**src/rtl/tama_pkg.sv**
```systemverilog
// Shared definitions for the pet front-end and the stats block: action indices,
// action bus width and the action-selector FSM state type.
package tama_pkg;

  localparam int ACTION_W  = 8;
  localparam int NUM_STATS = 6;

  localparam logic [2:0] ACT_HUNGER  = 3'd0;
  localparam logic [2:0] ACT_HAPPY   = 3'd1;
  localparam logic [2:0] ACT_HEALTH  = 3'd2;
  localparam logic [2:0] ACT_HYGIENE = 3'd3;
  localparam logic [2:0] ACT_ENERGY  = 3'd4;
  localparam logic [2:0] ACT_SOCIAL  = 3'd5;

  typedef enum logic [1:0] {
    IDLE     = 2'd0,
    SELECT   = 2'd1,
    ISSUE    = 2'd2,
    COOLDOWN = 2'd3
  } action_state_t;

endpackage

```
**src/rtl/btn_debounce.sv**
```systemverilog
// One raw push-button: 2-flop synchroniser, stable-count debounce and a
// registered one-cycle press pulse on each accepted 0->1 level change.
module btn_debounce #(
  parameter int DEBOUNCE_CYCLES = 270000
) (
  input  logic clk,
  input  logic reset,
  input  logic btn_raw,
  output logic press
);

  localparam int CNT_W = (DEBOUNCE_CYCLES > 1) ? $clog2(DEBOUNCE_CYCLES) : 1;
  localparam logic [CNT_W-1:0] CNT_LAST = CNT_W'(DEBOUNCE_CYCLES - 1);

  logic             sync1_q, sync1_d;
  logic             sync2_q, sync2_d;
  logic             level_q, level_d;
  logic             level_prev_q, level_prev_d;
  logic             press_q, press_d;
  logic [CNT_W-1:0] cnt_q, cnt_d;

  always_comb begin
    sync1_d      = btn_raw;
    sync2_d      = sync1_q;
    level_d      = level_q;
    cnt_d        = '0;
    level_prev_d = level_q;
    press_d      = level_q & ~level_prev_q;
    // Any cycle where the synchronised level agrees with the accepted one restarts the count.
    if (sync2_q != level_q) begin
      if (cnt_q == CNT_LAST) begin
        level_d = sync2_q;
      end else begin
        cnt_d = cnt_q + CNT_W'(1);
      end
    end
  end

  always_ff @(posedge clk or posedge reset) begin
    if (reset) begin
      sync1_q      <= 1'b0;
      sync2_q      <= 1'b0;
      level_q      <= 1'b0;
      level_prev_q <= 1'b0;
      press_q      <= 1'b0;
      cnt_q        <= '0;
    end else begin
      sync1_q      <= sync1_d;
      sync2_q      <= sync2_d;
      level_q      <= level_d;
      level_prev_q <= level_prev_d;
      press_q      <= press_d;
      cnt_q        <= cnt_d;
    end
  end

  assign press = press_q;

endmodule

```
**src/rtl/tama_action_ctrl.sv**
```systemverilog
// Menu-driven action selector: three conditioned buttons drive a cursor over the
// stats, and an accepted selection fires one registered action pulse then cools down.
module tama_action_ctrl
  import tama_pkg::*;
#(
  parameter int DEBOUNCE_CYCLES     = 270000,
  parameter int COOLDOWN_CYCLES     = 27000000,
  parameter int MENU_TIMEOUT_CYCLES = 135000000,
  parameter int NUM_ACTIONS         = 6
) (
  input  logic                clk,
  input  logic                reset,
  input  logic                btn_next,
  input  logic                btn_ok,
  input  logic                btn_cancel,
  output logic [ACTION_W-1:0] action_pulse,
  output logic [2:0]          cursor,
  output logic                menu_open,
  output logic                busy
);

  localparam int CD_W = (COOLDOWN_CYCLES > 1) ? $clog2(COOLDOWN_CYCLES) : 1;
  localparam int TO_W = (MENU_TIMEOUT_CYCLES > 1) ? $clog2(MENU_TIMEOUT_CYCLES) : 1;
  localparam logic [CD_W-1:0]     CD_LAST     = CD_W'(COOLDOWN_CYCLES - 1);
  localparam logic [TO_W-1:0]     TO_LAST     = TO_W'(MENU_TIMEOUT_CYCLES - 1);
  localparam logic [2:0]          CURSOR_LAST = 3'(NUM_ACTIONS - 1);
  localparam logic [ACTION_W-1:0] ACTION_MASK = ACTION_W'((1 << NUM_ACTIONS) - 1);

  logic press_next, press_ok, press_cancel;
  logic ev_next, ev_ok, ev_cancel;

  action_state_t       state_q, state_d;
  logic [2:0]          cursor_q, cursor_d;
  logic [CD_W-1:0]     cd_cnt_q, cd_cnt_d;
  logic [TO_W-1:0]     to_cnt_q, to_cnt_d;
  logic [ACTION_W-1:0] action_pulse_q, action_pulse_d;
  logic                menu_open_q, menu_open_d;
  logic                busy_q, busy_d;

  btn_debounce #(.DEBOUNCE_CYCLES(DEBOUNCE_CYCLES)) u_next (
    .clk(clk), .reset(reset), .btn_raw(btn_next), .press(press_next)
  );
  btn_debounce #(.DEBOUNCE_CYCLES(DEBOUNCE_CYCLES)) u_ok (
    .clk(clk), .reset(reset), .btn_raw(btn_ok), .press(press_ok)
  );
  btn_debounce #(.DEBOUNCE_CYCLES(DEBOUNCE_CYCLES)) u_cancel (
    .clk(clk), .reset(reset), .btn_raw(btn_cancel), .press(press_cancel)
  );

  // Only the highest-priority event of a cycle survives: cancel > ok > next.
  assign ev_cancel = press_cancel;
  assign ev_ok     = press_ok & ~press_cancel;
  assign ev_next   = press_next & ~press_ok & ~press_cancel;

  always_comb begin
    state_d  = state_q;
    cursor_d = cursor_q;
    cd_cnt_d = '0;
    to_cnt_d = '0;
    case (state_q)
      IDLE: begin
        if (ev_ok || ev_next) begin
          state_d  = SELECT;
          cursor_d = 3'd0;
        end
      end
      SELECT: begin
        if (ev_cancel) begin
          state_d = IDLE;
        end else if (ev_ok) begin
          state_d = ISSUE;
        end else if (ev_next) begin
          cursor_d = (cursor_q == CURSOR_LAST) ? 3'd0 : cursor_q + 3'd1;
        end else if (to_cnt_q == TO_LAST) begin
          state_d = IDLE;
        end else begin
          to_cnt_d = to_cnt_q + TO_W'(1);
        end
      end
      ISSUE: begin
        state_d = COOLDOWN;
      end
      COOLDOWN: begin
        // Events arriving here are simply not looked at, so nothing queues up.
        if (cd_cnt_q == CD_LAST) begin
          state_d = IDLE;
        end else begin
          cd_cnt_d = cd_cnt_q + CD_W'(1);
        end
      end
      default: begin
        state_d = IDLE;
      end
    endcase
  end

  // Outputs are decoded from the next state so they line up with the state register.
  always_comb begin
    action_pulse_d = '0;
    if (state_d == ISSUE) begin
      action_pulse_d = (ACTION_W'(1) << cursor_d) & ACTION_MASK;
    end
    menu_open_d = (state_d == SELECT);
    busy_d      = (state_d == ISSUE) || (state_d == COOLDOWN);
  end

  always_ff @(posedge clk or posedge reset) begin
    if (reset) begin
      state_q        <= IDLE;
      cursor_q       <= 3'd0;
      cd_cnt_q       <= '0;
      to_cnt_q       <= '0;
      action_pulse_q <= '0;
      menu_open_q    <= 1'b0;
      busy_q         <= 1'b0;
    end else begin
      state_q        <= state_d;
      cursor_q       <= cursor_d;
      cd_cnt_q       <= cd_cnt_d;
      to_cnt_q       <= to_cnt_d;
      action_pulse_q <= action_pulse_d;
      menu_open_q    <= menu_open_d;
      busy_q         <= busy_d;
    end
  end

  assign action_pulse = action_pulse_q;
  assign cursor       = cursor_q;
  assign menu_open    = menu_open_q;
  assign busy         = busy_q;

endmodule

```
**config.mk**
```make
export PLATFORM = sky130hd
export DESIGN_NAME = tama_action_ctrl
export DESIGN_NICKNAME = d
export VERILOG_FILES = /design/src/rtl/tama_pkg.sv /design/src/rtl/btn_debounce.sv /design/src/rtl/tama_action_ctrl.sv
export SDC_FILE = /design/constraint.sdc
export NUM_CORES = 1
export LEC_CHECK = 0
export BUFFER_PORTS_ARGS = -buffer_cell sky130_fd_sc_hd__buf_2
export CAP_MARGIN = 20
export CORE_UTILIZATION = 50
export DETAILED_ROUTE_END_ITERATION = 10
export PLACE_DENSITY = 0.69
export SETUP_SLACK_MARGIN = 0.4
export SYNTH_ARGS = -nofsm -noshare
export SYNTH_HDL_FRONTEND = slang
export SYNTH_SLANG_ARGS = --single-unit
```
**constraint.sdc**
```tcl
create_clock -name clk -period 4.06 [get_ports clk]
set_input_delay 0.406 -clock clk [delete_from_list [all_inputs] [get_ports clk]]
set_output_delay 0.406 -clock clk [all_outputs]
set_load 0.02 [all_outputs]
```
After elaboration in Yosys (flattened, before gate mapping). Index checks and enable logic that the tools add are counted.

Bits in registers: 140. Output and inout port bits: 13. Word-level logic and storage cells: 91.

Add/subtract/negate cells: 6. Equal/unequal tests: 15. Shift operators: 1. Mux-type cells: 27. Bitwise gates (word level): 11. Reductions and logical operators: 6.

Operators by type and width (count): 28-bit two-way mux (5); 19-bit two-way mux (6); 19-bit by 1-bit adder with 19-bit output (second input constant) (3); 19-bit equality test (second input constant) (3); 25-bit two-way mux (2); 28-bit by 1-bit adder with 28-bit output (second input constant) (1); 28-bit equality test (second input constant) (1); 25-bit by 1-bit adder with 25-bit output (second input constant) (1); 25-bit equality test (second input constant) (1); 3-bit two-way mux (5); 2-bit two-way mux (6); 2-bit equality test (second input constant) (4); 2-bit case mux with 4 select lines (1); 1-bit AND (6); 6-bit two-way mux (1); 3-bit case mux with 2 select lines (1); 2-bit AND reduction (3); 1-bit by 3-bit << shifter with 6-bit output (first input constant) (1); 1-bit NOT (5); 2-bit by 1-bit equality test with 1-bit output (second input constant) (2); 3-bit by 1-bit adder with 3-bit output (second input constant) (1); 3-bit equality test (second input constant) (1); 1-bit != test (3); 2-bit logical NOT (1); 1-bit logical OR (2).

Longest topological paths before layout. Gate-level depths: netlist (run 1).

Depth after elaboration: 9. Mapped depth: 6. Mapped depth without buffers: 5.

By module. A second synthesis (run 1) with hierarchy kept.

Cell total of the unflattened synthesis: 666. Area, all modules: 6872.8 um2.

Modules (own cells, without submodules): btn_debounce (instances 3, cells an instance 107, area each 1156.1 um2); tama_action_ctrl (instances 1, cells an instance 345, area each 3404.5 um2).

Worst setup path before layout (run 1). No wires, ideal clock.

Kind: register to register. From: register to_cnt_q[0]. To: register to_cnt_q[26]. Library setup time: 77 ps. Arrival: 1885 ps. Required time: 3983 ps. Setup slack: 2098 ps. Cell stages (with the launch flop): 6. Path buffers: 0. Period minus slack after synthesis: 1962 ps. Cells stage by stage: dfrtp_1 > ha_1 > nand3_1 > or4_1 > or4_1 > a21oi_1.

Cells in the longest elaborated chain, start to end: 6.

RTL lines: from (decl) (line tama_action_ctrl.sv:35) `logic [TO_W-1:0] to_cnt_q, to_cnt_d;`; from (signal assigned) (line tama_action_ctrl.sv:120) `to_cnt_q <= to_cnt_d;`; 28-bit by 1-bit adder with 28-bit output or 28-bit equality test (tied branches) (line tama_action_ctrl.sv:77, tama_action_ctrl.sv:74); 28-bit two-way mux (*) (line tama_action_ctrl.sv:74) `end else if (to_cnt_q == TO_LAST) begin`; 28-bit two-way mux (*) (line tama_action_ctrl.sv:72) `end else if (ev_next) begin`; 28-bit two-way mux (*) (line tama_action_ctrl.sv:70) `end else if (ev_ok) begin`; 28-bit two-way mux (*) (line tama_action_ctrl.sv:68) `if (ev_cancel) begin`; 28-bit two-way mux (*) (line tama_action_ctrl.sv:60) `case (state_q)`; named net to_cnt_d[26] (line tama_action_ctrl.sv:35).

The timed path passes the listed nets; every way through them passes the cells marked *. A chain may end at the register's enable or synchronous reset.

Final worst setup path (run 1).
From: register to_cnt_q[12]. To: register to_cnt_q[5].

Cells in the longest elaborated chain, start to end: 6.

RTL lines (line): 28-bit equality test (tama_action_ctrl.sv:74); 28-bit two-way mux (tama_action_ctrl.sv:74); 28-bit two-way mux (tama_action_ctrl.sv:72); 28-bit two-way mux (tama_action_ctrl.sv:70); 28-bit two-way mux (tama_action_ctrl.sv:68); 28-bit two-way mux (tama_action_ctrl.sv:60); named net to_cnt_d[5] (tama_action_ctrl.sv:35).

The timed path passes the listed nets, and every way through them passes these cells.

==> impl_metrics.csv, run 1 <==
group,metric,value,unit
status,run_status,"finished, final reports clean",
critical_path,start_kind,"flip-flop",
global_routing,antenna_found_initial,0,
layout,finish.utilization,0.5831,
clock_network,postCtsSetupBuffers,0,
timing,worstMarginPinSlew,1.041,ns
power,leakage,3.003,nW
clock_network,cts_tree,"built",
timing,whs,0.09186,ns
power,vdd_drop_max,344.3,uV
timing,relSlewSlack,0.3055,
critical_path,end_kind,"flip-flop",
die,rows,41,
routing,dr.pass1.iters,4,
timing,period_minus_slack,2.524,ns
routing,routed_via_density,5.701,
global_routing,overflow,0,
die,pin_count,18,
place,dpl.hpwl,8380,um
place,portBuffers,15,
timing,finalCritPeriodShare,0.6216,
global_routing,grt_pass1_vias,4688,
global_routing,grt_max_degree,139,
timing,setup_viol,0,
clock_network,cts_max_level,4,
synthesis,ys_warn_count,0,
clock_network,cts.sinks,138,
clock_network,cts_resized,0,
die,core,0.01272,mm^2
routing,vias,4880,
die,dieHeight,116.5,um
global_routing,grt_pass1_wl,22000,um
timing,finalClockSkew,0.009790,ns
routing,antenna_left,0,
clock_network,cts_buffers,17,
die,die_area,0.01357,mm^2
critical_path,crit_fanout,26,
layout,num-nets-final,681,
timing,final_max_slew_viol_count,0,
clock_network,clkTransAtPathRegs,0.06,ns
synthesis,async_flop_share,1.000,
power,powerDensity,410.7,mW/mm^2
critical_path,path_class,"reg -> reg",
routing,wl,12740,um
global_routing,grtUsageTotal,0.2096,
clock_network,clock_path_buffers,2,
flow_run,maxCapViolations,0,
timing,hold_viol_final,0,
layout,syn2layout_area_growth,13.15,%
timing,fin_ws,1.536,ns
die,start_util,0.5153,
timing,max_freq,396.3,MHz
routing,dr.first_iter.drc_count,341,
layout,drive_gt1_frac,0.09795,
hold_path,worstHoldPathType,"in -> reg",
clock_network,cts_hold_buf,0,
layout,final.fill_count,1124,
place,place_congestion,0.7817,
layout,final_cells,856,
timing,fin_setup_tns,0,ns
place,placedCellCount,824,
routing,drc,0,
die,die_w,116.5,um
synthesis,synth_edf_count,0,
synthesis,ys.flop_type,"dfrtp_1",
synthesis,synth.avg_cell_area,10.09,um^2
layout,n_antenna_cell,0,
synthesis,syn_area,0.006556,mm^2
critical_path,cp.arrival,2.77,ns
synthesis,synth-seq-area-share,0.5267,
timing,grt_setup_unrepaired,"false",
synthesis,netlist_instances,650,
place,pre_cts_ws,1.507,ns
routing,post_drt_wl_per_cell,14.89,um
critical_path,critPathRequiredTime,4.31,ns
synthesis,yosys.cell_types.count,51,
synthesis,ys_ff_latch,138,
clock_network,clock_latency,0.42,ns
clock_network,cts-root-buf,"clkbuf_16",
==> cell usage in the layout, fill, tap and decap left out, types with 4 or more instances in the layout <==
| cell | instances |
|---|---|
| xnor2_1 | 35 |
| and2_1 | 5 |
| or4_1 | 16 |
| clkbuf_1 | 5 |
| and4_1 | 10 |
| ha_1 | 5 |
| xor2_1 | 35 |
| nand4_1 | 36 |
| nand2_1 | 32 |
| dfrtp_1 | 138 |
| and3_1 | 12 |
| or3_1 | 20 |
| o31ai_1 | 11 |
| nor2b_1 | 6 |
| nor4b_1 | 6 |
| nand3_1 | 33 |
| nor4_1 | 14 |
| buf_2 | 15 |
| clkinv_2 | 5 |
| clkbuf_16 | 17 |
| a21oi_1 | 32 |
| nor2_1 | 89 |
| nor3_1 | 12 |
| or2_2 | 4 |
| bufinv_16 | 4 |
| o21ai_0 | 23 |
| inv_1 | 20 |
==> worst max-delay path, cell delays in order, from the launching register on <==
cell	delay (ns)
dfrtp_1	0.41
nor4b_1	0.41
or4b_1	0.53
o21bai_2	0.85
nor2_1	0.15
==> layer usage <==
metal / part of all wire / vias up / track usage / routed length (um)
met4: 0.020 / 0 / 0.08205 / 250
met2: 0.50 / 61 / 0.3432 / 6364
met5: 0 / - / 0 / 0
li1: - / 2370 / - / -
met3: 0.028 / 20 / 0.06383 / 360
met1: 0.45 / 2429 / 0.2602 / 5770
==> per-stage QoR <==
step	total power [W]	cell area, um^2
after floorplan	0.001461	6564
after global placement	0.001474	6793
after detailed placement	0.001481	6815
after CTS	0.003089	7418
after global routing	0.003161	7418
final	0.003046	7418
==> area by class of cell <==
cell class / instances / area, um^2 / area share
sequential: 138 / 3453 / 0.4655
multi-input combinational: 474 / 2939 / 0.3962
clock buffer: 23 / 457.9 / 0.06173
tap: 172 / 215.2 / 0.02901
clock inverter: 9 / 145.1 / 0.01956
timing repair buffer: 19 / 125.1 / 0.01687
inverter: 21 / 82.58 / 0.01113
==> power by group <==
| group | internal (W) | switching [W] |
|---|---|---|
| clock | 0.00104 | 0.000555 |
| combinational | 0.0000140 | 0.0000443 |
| sequential | 0.00139 | 0.00000873 |
| total | 0.00244 | 0.000608 |
==> synthesized netlist by cell type, types with 14 or more instances <==
master | n | area [um^2]
a21oi_1 | 32 | 160.2
inv_1 | 21 | 78.83
xor2_1 | 35 | 306.5
or3_1 | 20 | 125.1
or4_1 | 16 | 120.1
nor2_1 | 89 | 334.1
nand2_1 | 32 | 120.1
xnor2_1 | 35 | 306.5
o21ai_0 | 23 | 115.1
dfrtp_1 | 138 | 3453
nand4_1 | 36 | 225.2
nor4_1 | 14 | 87.58
nand3_1 | 33 | 165.2
==> cells by family after synthesis <==
kind of cell    after synthesis  synth area share
flops                       138            0.5267
xor+xnor                     70           0.09351
buf+inv                      39           0.02557
mux                           3          0.005152
simple gates                314            0.2641
other cells                   1         0.0005720
fa+ha+maj                     5          0.009542
compound gates               80           0.07481
==> state kept, by name (all words and copies together) (netlist names), 2 cells and up <==
name and flops:
state_q 2, u_next.cnt_q 19, action_pulse 6, cd_cnt_q 25, u_cancel.cnt_q 19, cursor 3
u_ok.cnt_q 19, to_cnt_q 28
==> path summary, 6_finish.rpt <==
path	from	endpoint	slack (ns)	depth (start not counted)
worst max-delay path	to_cnt_q[12]	to_cnt_q[5]	1.54	4
worst min-delay path	btn_next	u_next.sync1_q	0.09	1
worst max register to register	to_cnt_q[12]	to_cnt_q[5]	1.54	4
worst min register to register	u_ok.sync1_q	u_ok.sync2_q	0.35	0
max in group asynchronous	reset	to_cnt_q[16]	3.29	3
min in group asynchronous	reset	u_cancel.cnt_q[3]	0.12	3
(Power assumes the default switching activity.)
==> run 2, diff against run 1 <==
==> constraint.sdc (replaced) <==
create_clock -name clk -period 2 [get_ports clk]
set_input_delay 0.2 -clock clk [delete_from_list [all_inputs] [get_ports clk]]
set_output_delay 0.2 -clock clk [all_outputs]
set_load 0.02 [all_outputs]
==> run 2 against run 1 <==
  * The run now ends with negative hold slack left
  * Sequential cell count unchanged
  * First-iteration DRC count up 69%
  * Core utilization up 14 points
  * Final area up 24%
  * Worst hold slack worse by 0.092 ns
  * Non-clock buffer count up 104
  * Critical path depth up 2
  * Clock-buffer cell count down 3
  * Wire length up 31%
  * Critical endpoint is now to_cnt_q[26]
==> impl_metrics.csv, run 2 (same netlist as run 1, synthesis figures left out) <==
group,metric,value,unit
power,combPwrFrac,0.034,
layout,n_antenna_cell,0,
place,placedCellCount,845,
clock_network,clkTransAtPathRegs,0.06,ns
timing,relSlewSlack,0.5208,
clock_network,cts.sinks,138,
power,power,0.006409,W
routing,wl,16690,um
power,switching_share,0.2125,
place,dpl.hpwl,8389,um
clock_network,cts_tree,"built",
layout,largest_reg_flops,28,
critical_path,crit_chain,"ha_4 -> nand3_2 -> or4_4 -> buf_4 -> o31ai_1 -> a21oi_2",
critical_path,cpPeakStageDelay,0.53,ns
global_routing,grt_max_degree,139,
routing,post_drt_wl_per_cell,17.39,um
clock_network,clock_latency,0.43,ns
die,rows,41,
timing,hold_viol_final,1,
power,powerDensity,697.1,mW/mm^2
timing,setup_viol,0,
power,leakage,3.640,nW
routing,vias,5593,
flow_run,maxCapViolations,0,
global_routing,antenna_found_initial,0,
die,die_w,116.5,um
layout,final_common_cell,"dfrtp_1",
power,p_sw,0.001362,W
timing,max_freq,516.8,MHz
timing,fin_setup_tns,0,ns
power,power_frac_seq,0.442,
critical_path,cp.arrival,2.24,ns
clock_network,cts_max_level,4,
timing,finalCritPeriodShare,0.9674,
timing,grt_setup_unrepaired,"true",
routing,antenna_left,0,
place,pre_cts_ws,0.04664,ns
global_routing,grt_pass1_vias,5288,
timing,finalClockSkew,0.01018,ns
layout,syn2layout_area_growth,40.23,%
clock_network,clock_path_buffers,2,
die,core,0.01272,mm^2
hold_path,worstHoldPathType,"in -> async",
die,dieHeight,116.5,um
critical_path,crit_fanout,5,
status,violations,"negative hold slack",
layout,drive_gt1_frac,0.3972,
global_routing,overflow,0,
critical_path,start_kind,"flip-flop",
status,run_status,"finished with violations",
critical_path,r2r_start,"to_cnt_q[1]",
clock_network,cts_buffers,17,
die,start_util,0.5153,
layout,largest-register,"to_cnt_q",
die,die_area,0.01357,mm^2
routing,drc,0,
power,power.internal,0.005047,W
timing,final_max_slew_viol_count,0,
timing,worstMarginPinSlew,0.7187,ns
power,vdd_drop_max,580.4,uV
routing,routed_via_density,5.826,
place,place_congestion,0.8204,
critical_path,slowest_stage,"or4_4",
die,pin_count,18,
critical_path,path_class,"reg -> reg",
layout,num-nets-final,786,
critical_path,critPathRequiredTime,2.31,ns
timing,period_minus_slack,1.935,ns
routing,dr.pass1.iters,5,
layout,reg_top3,"to_cnt_q x28, cd_cnt_q x25",
routing,dr.first_iter.drc_count,576,
global_routing,grt_pass1_wl,25440,um
timing,whs,-0.0002560,ns
critical_path,cp-startpoint,"to_cnt_q[1]",
timing,fin_ws,0.06520,ns
critical_path,end_kind,"flip-flop",
place,portBuffers,15,
clock_network,cts-root-buf,"clkbuf_16",
layout,layout_common_cells,"115 x dfrtp_1, 81 x buf_4, 43 x nor2_1, 36 x nand4_1, 35 x xor2_1",
power,p_clk_frac,0.524,
layout,final_cells,960,
global_routing,grtUsageTotal,0.2454,
run 2: cell type report:
type	count	area, um^2
multi-input combinational	475	3684
fill	876	3528
sequential	138	3482
timing repair buffer	123	1104
clock buffer	20	456.7
tap	172	215.2
clock inverter	11	170.2
inverter	21	82.58
run 2: power by group through the flow:
stage,sequential [W],combinational (W),clock [W]
2_1_floorplan,0.00288,0.0000972,0
3_3_place_gp,0.00288,0.000123,0
3_5_place_dp,0.00288,0.000127,0
4_1_cts,0.00283,0.000198,0.00338
5_1_grt,0.00284,0.000244,0.00350
6_report,0.00284,0.000217,0.00336
run 2: per-stage QoR:
step           hold slack (ns)  cell area, um^2  utilization
2_1_floorplan           0.2314             6773            -
3_3_place_gp            0.3088             7134       0.5608
3_5_place_dp            0.3118             7134       0.5608
4_1_cts                0.03078             8708       0.6845
5_1_grt                0.06966             9194       0.7227
6_report            -0.0002560             9194       0.7227
run 2: critical path: cells and delay by family (launching register included):
family                     cells  cell delay [ns]
adders and majority gates      1             0.18
and+or+nand+nor                2             0.61
AOI/OAI and AO/OA              2             0.45
buffers and inverters          1             0.17
DFF                            1             0.41
run 2: layer usage:
metal,up-vias,global-route usage,share of wire
li1,2585,-,-
met1,2825,0.3126,0.42
met2,143,0.3972,0.52
met3,40,0.06020,0.039
met4,0,0.1094,0.020
met5,-,0,0
run 2: final timing paths:
check	endpoint	slack [ns]	cells after the start
setup / recovery	to_cnt_q[26]	0.07	6
hold / removal	u_ok.cnt_q[15]	-0.0003	3
setup reg to reg	to_cnt_q[26]	0.07	6
hold reg to reg	u_ok.sync2_q	0.35	0
max in group asynchronous	u_next.cnt_q[0]	1.46	3
min in group clk	u_ok.sync2_q	0.35	0
run 2: repair_timing:
item                                    in CTS  in global routing
gates cloned                                 8                  0
endpoints found under the hold margin        3                  0
pin swaps                                   52                 44
resized for setup                           94                 98
endpoints found under the setup margin     121                122
hold buffers                                 3                  0
setup buffers                               57                 16
==> run 3, diff against run 2 <==
--- a/config.mk
+++ b/config.mk
@@ -7,9 +7,9 @@
 export LEC_CHECK = 0
 export BUFFER_PORTS_ARGS = -buffer_cell sky130_fd_sc_hd__buf_2
 export CAP_MARGIN = 20
-export CORE_UTILIZATION = 50
+export CORE_UTILIZATION = 56
 export DETAILED_ROUTE_END_ITERATION = 10
-export PLACE_DENSITY = 0.69
+export PLACE_DENSITY = 0.76
 export SETUP_SLACK_MARGIN = 0.4
 export SYNTH_ARGS = -nofsm -noshare
 export SYNTH_HDL_FRONTEND = slang
==> constraint.sdc (replaced) <==
create_clock -name clk -period 2 [get_ports clk]
set_input_delay 0.4 -clock clk [delete_from_list [all_inputs] [get_ports clk]]
set_output_delay 0.4 -clock clk [all_outputs]
set_load 0.02 [all_outputs]
==> run 3 against run 2 <==
  * The run ends with design-rule violations left
  * Maximum frequency hardly changed
  * Core utilization increased by 8.2 points
  * Register-to-register slack about the same
  * Critical path type unchanged
  * Critical endpoint is now to_cnt_q[16]
==> impl_metrics.csv, run 3 (same netlist as run 1, synthesis figures left out) <==
group,metric,value,unit
status,run_status,"finished with violations",
status,violations,"design-rule violations",
power,power_frac_seq,0.462,
place,dpl.hpwl,8703,um
die,dieHeight,110.2,um
clock_network,cts_max_level,4,
critical_path,crit_fanout,7,
layout,final_cells,933,
power,p_sw,0.001302,W
power,combPwrFrac,0.032,
power,power.internal,0.004837,W
layout,n_antenna_cell,0,
timing,max_freq,516.8,MHz
layout,layout_common_cells,"115 x dfrtp_1, 82 x buf_4, 39 x nor2_1, 36 x nand4_1, 35 x xor2_1",
global_routing,grt_max_degree,67,
timing,hold_viol_final,0,
routing,dr.pass1.iters,11,
critical_path,start_kind,"flip-flop",
die,core,0.01142,mm^2
layout,multi_input_area,0.003737,mm^2
place,placed_area,0.007098,mm^2
layout,finish.utilization,0.8047,
critical_path,critPathRequiredTime,2.33,ns
power,p_clk_frac,0.506,
critical_path,cp-startpoint,"to_cnt_q[13]",
power,leakage,3.630,nW
routing,post_drt_wl_per_cell,20.54,um
die,rows,39,
routing,drc,2,
place,placedCellCount,816,
layout,largest_reg_flops,28,
global_routing,grt_pass1_vias,5639,
place,portBuffers,15,
die,pin_count,18,
timing,period_minus_slack,1.935,ns
critical_path,rr_worst_depth,5,
clock_network,clkTransAtPathRegs,0.06,ns
timing,final_max_slew_viol_count,0,
layout,final_area,0.009189,mm^2
layout,largest-register,"to_cnt_q",
flow_run,maxCapViolations,0,
global_routing,overflow,0,
global_routing,antenna_found_initial,0,
routing,dr.first_iter.drc_count,536,
hold_path,worstHoldStart,"btn_next",
global_routing,grtUsageTotal,0.2880,
timing,grt_setup_unrepaired,"true",
critical_path,path_class,"reg -> reg",
die,die_area,0.01214,mm^2
power,switching_share,0.2121,
layout,reg_top3,"to_cnt_q x28, cd_cnt_q x25",
layout,num-nets-final,790,
die,die_w,110.2,um
power,vdd_drop_max,655.8,uV
routing,routed_via_density,6.294,
clock_network,cts_tree,"built",
power,powerDensity,668.1,mW/mm^2
layout,final_common_cell,"dfrtp_1",
layout,final.fill_count,608,
critical_path,end_kind,"flip-flop",
clock_network,cts.sinks,138,
timing,setup_viol,0,
critical_path,cp.arrival,2.27,ns
hold_path,worstHoldPathType,"in -> reg",
layout,seqCellArea,0.003482,mm^2
die,start_util,0.5742,
timing,finalCritPeriodShare,0.9675,
hold_path,holdPathStages,1,
clock_network,cts_buffers,17,
routing,wl,19170,um
routing,vias,5872,
layout,drive_gt1_frac,0.4203,
clock_network,clock_latency,0.42,ns
routing,antenna_left,0,
timing,finalClockSkew,0.007472,ns
critical_path,r2r_start,"to_cnt_q[13]",
place,place_congestion,0.9144,
clock_network,cts-root-buf,"clkbuf_16",
clock_network,clock_path_buffers,2,
layout,syn2layout_area_growth,40.15,%
power,power,0.006139,W
global_routing,grt_pass1_wl,26650,um
run 3: cell count changes in the layout (fill, tap and decap cells not counted), moves of 3 or more:
cell	delta
buf_6	+8
nor4_1	-3
a21oi_1	-3
nor4_2	+5
nor2_4	-3
nor2_1	-4
nor2_2	+7
run 3: what timing repair did:
item                       4_1_cts  5_1_grt
hold buffers                     1        0
buffers inserted                52       26
gates resized for setup        113      102
pin swaps                       67       27
setup endpoints to repair      118      123
cloned                           8        1
hold endpoints to repair         7        0
run 3: worst paths after layout:
kind	end	slack [ns]
worst max-delay path	to_cnt_q[16]	0.07
worst min-delay path	u_next.sync1_q	0.08
worst max register to register	to_cnt_q[16]	0.07
worst min register to register	u_ok.sync2_q	0.35
max in group asynchronous	cd_cnt_q[0]	0.87
min in group asynchronous	u_ok.cnt_q[16]	0.49
run 3: layer usage:
| layer | vias up | global-route usage | wire length (um) |
|---|---|---|---|
| met4 | 0 | 0.1184 | 615 |
| li1 | 2584 | - | - |
| met3 | 73 | 0.06114 | 1201 |
| met5 | - | 0 | 0 |
| met1 | 2923 | 0.3501 | 7328 |
| met2 | 292 | 0.4987 | 10020 |
run 3: cell type report:
type,count,area share
multi-input combinational,474,0.4067
timing repair buffer,128,0.1231
tap,143,0.01947
clock buffer,23,0.05310
inverter,21,0.008987
clock inverter,6,0.009668
sequential,138,0.3789
run 3: per-stage QoR:
step / setup WS (ns) / TNS, ns / hold slack [ns]
floorplan: -0.1211 / -16.71 / 0.3312
global placement: 0.1449 / 0 / 0.3320
detailed placement: 0.06853 / 0 / 0.3347
CTS: 0.1205 / 0 / 0.07700
global route: -0.008133 / -0.008133 / 0.07766
finish: 0.06501 / 0 / 0.08199
run 3: critical path, stage by stage, from the launching register on:
cell,delay [ns]
dfrtp_1,0.42
nand3_1,0.15
or4_4,0.58
buf_4,0.18
or3_1,0.31
a21oi_1,0.21
run 3: power groups by stage:
stage	logic (W)	clock network [W]	registers (W)
CTS	0.000171	0.00310	0.00283
detailed placement	0.000130	0	0.00288
floorplan	0.0000972	0	0.00288
global placement	0.000126	0	0.00288
global route	0.000219	0.00324	0.00284
finish	0.000194	0.00311	0.00284
